## src/rtl/cla_serial_add_ctrl.sv

```systemverilog
`default_nettype none
// ============================================================================
// Module   : cla_serial_add_ctrl
// Purpose  : Multi-cycle WIDTH-bit adder/subtractor built around one 4-bit
//            carry-lookahead slice. One nibble is processed per clock, LSB
//            nibble first, with the inter-nibble carry held in a register.
//            A start/busy/done handshake frames each operation.
// Ports    : clk    - rising-edge clock
//            rst_n  - asynchronous active-low reset
//            start  - request pulse, accepted only in IDLE
//            abort  - synchronous cancel, highest priority after reset
//            sub    - 0: a+b+cin, 1: a-b (cin ignored)
//            cin    - carry-in for add mode
//            a, b   - operands, latched when start is accepted
//            sum    - registered result, valid while done=1
//            cout   - carry out of the MSB nibble (sub: 1 = no borrow)
//            ovf    - signed overflow
//            busy   - high in RUN and DONE
//            done   - one-cycle result-valid pulse
// Notes    : WIDTH must be a multiple of 4 and at least 8.
// Revision : 1.0 - initial release
// ============================================================================
module cla_serial_add_ctrl #(
    parameter int WIDTH = 16
) (
    input  logic             clk,
    input  logic             rst_n,
    input  logic             start,
    input  logic             abort,
    input  logic             sub,
    input  logic             cin,
    input  logic [WIDTH-1:0] a,
    input  logic [WIDTH-1:0] b,
    output logic [WIDTH-1:0] sum,
    output logic             cout,
    output logic             ovf,
    output logic             busy,
    output logic             done
);

    localparam int NIB  = WIDTH / 4;
    localparam int IDXW = $clog2(NIB);
    localparam logic [IDXW-1:0] LAST_IDX = IDXW'(NIB - 1);

    typedef enum logic [1:0] {
        S_IDLE = 2'd0,
        S_RUN  = 2'd1,
        S_DONE = 2'd2
    } state_t;

    state_t            state_q, state_d;
    logic [IDXW-1:0]   idx_q,   idx_d;
    logic [WIDTH-1:0]  a_q,     a_d;
    logic [WIDTH-1:0]  b_q,     b_d;     // already inverted in sub mode
    logic              carry_q, carry_d;
    logic [WIDTH-1:0]  sum_q,   sum_d;
    logic              cout_q,  cout_d;
    logic              ovf_q,   ovf_d;

    // ------------------------------------------------------------------
    // 4-bit carry-lookahead slice on the currently selected nibble
    // ------------------------------------------------------------------
    logic [3:0] nib_a, nib_b, g, p, s;
    logic [4:0] c;

    always_comb begin
        nib_a = 4'(a_q >> {idx_q, 2'b00});
        nib_b = 4'(b_q >> {idx_q, 2'b00});
        g     = nib_a & nib_b;
        p     = nib_a | nib_b;
        c[0]  = carry_q;
        c[1]  = g[0] | (p[0] & c[0]);
        c[2]  = g[1] | (p[1] & g[0]) | (p[1] & p[0] & c[0]);
        c[3]  = g[2] | (p[2] & g[1]) | (p[2] & p[1] & g[0])
              | (p[2] & p[1] & p[0] & c[0]);
        c[4]  = g[3] | (p[3] & g[2]) | (p[3] & p[2] & g[1])
              | (p[3] & p[2] & p[1] & g[0])
              | (p[3] & p[2] & p[1] & p[0] & c[0]);
        s     = nib_a ^ nib_b ^ c[3:0];
    end

    // ------------------------------------------------------------------
    // Next-state and datapath update
    // ------------------------------------------------------------------
    always_comb begin
        state_d = state_q;
        idx_d   = idx_q;
        a_d     = a_q;
        b_d     = b_q;
        carry_d = carry_q;
        sum_d   = sum_q;
        cout_d  = cout_q;
        ovf_d   = ovf_q;

        case (state_q)
            S_IDLE: begin
                // abort outranks start, so a simultaneous pair is a no-op
                if (!abort && start) begin
                    a_d     = a;
                    b_d     = sub ? ~b : b;
                    carry_d = sub ? 1'b1 : cin;
                    idx_d   = '0;
                    state_d = S_RUN;
                end
            end

            S_RUN: begin
                if (abort) begin
                    // partial sum is left in place; no done pulse marks it
                    state_d = S_IDLE;
                end else begin
                    for (int i = 0; i < NIB; i++) begin
                        if (idx_q == IDXW'(i)) begin
                            sum_d[4*i +: 4] = s;
                        end
                    end
                    carry_d = c[4];
                    idx_d   = idx_q + IDXW'(1);
                    if (idx_q == LAST_IDX) begin
                        cout_d  = c[4];
                        // c[3] is the carry into bit WIDTH-1 on the MSB nibble
                        ovf_d   = c[3] ^ c[4];
                        idx_d   = '0;
                        state_d = S_DONE;
                    end
                end
            end

            S_DONE: begin
                state_d = S_IDLE;
            end

            default: begin
                state_d = S_IDLE;
            end
        endcase
    end

    always_ff @(posedge clk or negedge rst_n) begin
        if (!rst_n) begin
            state_q <= S_IDLE;
            idx_q   <= '0;
            a_q     <= '0;
            b_q     <= '0;
            carry_q <= 1'b0;
            sum_q   <= '0;
            cout_q  <= 1'b0;
            ovf_q   <= 1'b0;
        end else begin
            state_q <= state_d;
            idx_q   <= idx_d;
            a_q     <= a_d;
            b_q     <= b_d;
            carry_q <= carry_d;
            sum_q   <= sum_d;
            cout_q  <= cout_d;
            ovf_q   <= ovf_d;
        end
    end

    // busy/done decode straight from the state register, so they are
    // glitch-free and have no path from the inputs
    assign sum  = sum_q;
    assign cout = cout_q;
    assign ovf  = ovf_q;
    assign busy = (state_q != S_IDLE);
    assign done = (state_q == S_DONE);

endmodule
`default_nettype wire

```

## config.mk

```make
export PLATFORM = sky130hd
export DESIGN_NAME = cla_serial_add_ctrl
export DESIGN_NICKNAME = d
export VERILOG_FILES = /design/src/rtl/cla_serial_add_ctrl.sv
export SDC_FILE = /design/constraint.sdc
export NUM_CORES = 1
export LEC_CHECK = 0
export CORE_MARGIN = 1
export CORE_UTILIZATION = 45
export DETAILED_ROUTE_END_ITERATION = 6
export PLACE_DENSITY = 0.72
export RECOVER_POWER = 50
export SLEW_MARGIN = 10
export SYNTH_ARGS = -nofsm -noshare
export SYNTH_HDL_FRONTEND = slang
export SYNTH_SLANG_ARGS = --single-unit
```

## constraint.sdc

```tcl
create_clock -name clk -period 2.95 [get_ports clk]
set_clock_uncertainty 0.15 [all_clocks]
set_input_delay 0.59 -clock clk [delete_from_list [all_inputs] [get_ports clk]]
set_output_delay 0.59 -clock clk [all_outputs]
set_load 0.01 [all_outputs]
```

==> metrics.cfg <==
[run_status]
status=complete, no violations

[timing]
setup_viol=0
slew-limit-headroom_pct=26.32
finalHoldViolations=0
fin_crit_sh_pct=86.21
grt_setup_unrepaired=false
tightestPinTransition_ns=1.105
clock.fmax_mhz=393.2
slew_violations=0
period_minus_slack_ns=2.543
tns_ns=0

[clock_tree]
postCtsSetupBuffers=0
cts_root_buffer=clkbuf_8
path_clk_slew_ns=0.08
cts_hold_buf=0
post_cts_resized=0
numCtsBuffers=5
cts_tree=built
cts_max_level=2
clk_path_buf_depth=2
cts.sinks=55
insertion_delay_ns=0.30

[setup_path]
criticalPathCategory=input pin to flop
crit_arrival_ns=2.57
timing.rr.start=idx_q[0]
critPathCaptureType=flop
crit_required_ns=2.98
cp-startpoint=abort
cp-start-kind=input pin
worst-path-max-fanout=49

[floorplanning]
die_w_um=80.78
die_h_um=80.78
rows=28
dieArea_mm2=0.006525
core_region_area_mm2=0.005956
initial_core_util_pct=46.89
pin_count=58

[route]
drt-initial-drc-count=61
drtPass1Iterations=4
antenna_left=0
via_count=1859
drc=0
wl_um=4975
vias_per_cell=4.971
wl_per_cell_um=13.30

[layout]
finalNetCount=351
num_antenna_cells=0
post-route-cell-area_mm2=0.003476
drive_above_1_share_pct=9.365
syn_to_final_growth_pct=24.46

[grt]
grt_pass1_wl_um=8673
grt-ovfl-total=0
antenna_found_initial=0
grtUsageTotal_pct=17.48
grt_pass1_vias=1866
grt_max_degree=50

[power_and_ir_drop]
finalPower_mw=2.610
p_per_area_mw_per_mm2=751.0
power_leakage_nw=1.476
vdd_drop_max_mv=0.3873

[place]
post-dp-hpwl_um=3866
dpl_cell_area_mm2=0.003438
io_buffers=57
finalWeightedCongestion=0.8451

[yosys]
syn_inst=241
ys_seq_area_share_pct=49.28
synth.distinct_cells=39
async_reset_ff_share_pct=100.0
yosys_warnings=0
syn_avg_cell_area_um2=11.59
syn_nets=292
synth_seq_cells=55
synthesis.area_mm2=0.002793
synth_edf_count=0
synthFlopType=dfrtp_1

[hold_path]
hold_class=flop to flop
min_from=sum[13]

[run]
max-cap-violations=0

cells in the mapped netlist (2+ instances only):
library cell / instances / area [um2]
a21oi_1: 18 / 90.09
buf_2: 6 / 30.03
buf_6: 2 / 22.52
dfrtp_1: 55 / 1376
ha_1: 12 / 150.1
inv_1: 17 / 63.81
mux2_1: 16 / 180.2
mux4_2: 8 / 180.2
nand2_1: 22 / 82.58
nand2_2: 2 / 12.51
nand2b_1: 4 / 25.02
nor2_1: 19 / 71.32
o211ai_1: 2 / 15.01
o21ai_0: 5 / 25.02
o21ai_1: 11 / 55.05
o31ai_1: 2 / 15.01
o31ai_2: 3 / 37.54
xnor2_1: 16 / 140.1
cells by family (layout without fill, tap and decap cells):
group | after synthesis | after routing | synth area share (%)
compound gates | 48 | 48 | 10.89
xor+xnor | 17 | 17 | 5.331
fa+ha+maj | 13 | 13 | 6.093
buf+inv | 27 | 85 | 4.570
flops | 55 | 55 | 49.28
mux | 24 | 24 | 12.90
simple gates | 57 | 57 | 10.93
sequential cells by signal (all words and copies together) (netlist names):
signal / flops
a_q: 16
b_q: 16
sum: 16
idx_q: 2
state_q: 2
carry_q: 1
cout: 1
ovf: 1
layout by cell type, fill, tap and decap left out, drive strengths merged, types with 2 or more instances in the layout:
cell type	instances
o211ai	2
a21oi	18
mux4	8
nand2	25
xnor2	16
o31ai	5
clkbuf	9
nor2	19
nor3b	2
ha	12
nor3	2
o21ai	16
buf	3
clkdlybuf4s50	55
mux2	16
dfrtp	55
inv	17
nand2b	4
final timing paths:
check	end	slack (ns)	cells past startpoint
max	a_q[7]	0.41	4
min	sum[13]	0.33	2
max reg2reg	cout	0.44	8
min reg2reg	sum[13]	0.33	2
max in group asynchronous	b_q[0]	1.30	2
min in group asynchronous	sum[14]	0.34	1
per-layer routing:
metal / share of wire (%) / vias to the layer above / track usage (%) / wire [um]
li1: - / 939 / - / -
met1: 46 / 857 / 22.84 / 2310
met2: 48 / 53 / 29.58 / 2399
met3: 3.8 / 10 / 3.483 / 187
met4: 1.5 / 0 / 5.000 / 77
met5: 0 / - / 0 / 0
through the flow:
step	hold WS (ns)	cells	utilization, %	setup WS (ns)
after floorplan	0.1444	241	-	0.4571
after global placement	0.3154	368	57.73	0.5197
after detailed placement	0.3194	368	57.73	0.4624
after CTS	0.3394	374	58.95	0.4323
after global routing	0.3651	374	58.36	0.1962
final	0.3322	374	58.36	0.4069
power by group:
part	switching [mW]	total, mW	internal (mW)
logic	0.555	1.14	0.587
clock network	0.214	0.373	0.159
registers	0.131	1.10	0.965
worst max-delay path, stage by stage:
cell and delay, ns:
dlygate4sd3_1 0.64, nor3_4 0.18, clkbuf_2 0.75, mux2_1 0.39
cell type report:
type | count | area [um2]
clock buffer | 6 | 72.57
fill | 513 | 2480
inverter | 17 | 63.81
multi-input combinational | 159 | 1272
sequential | 55 | 1376
tap | 75 | 93.84
timing repair buffer | 62 | 596.8
(Power assumes the default switching activity.)
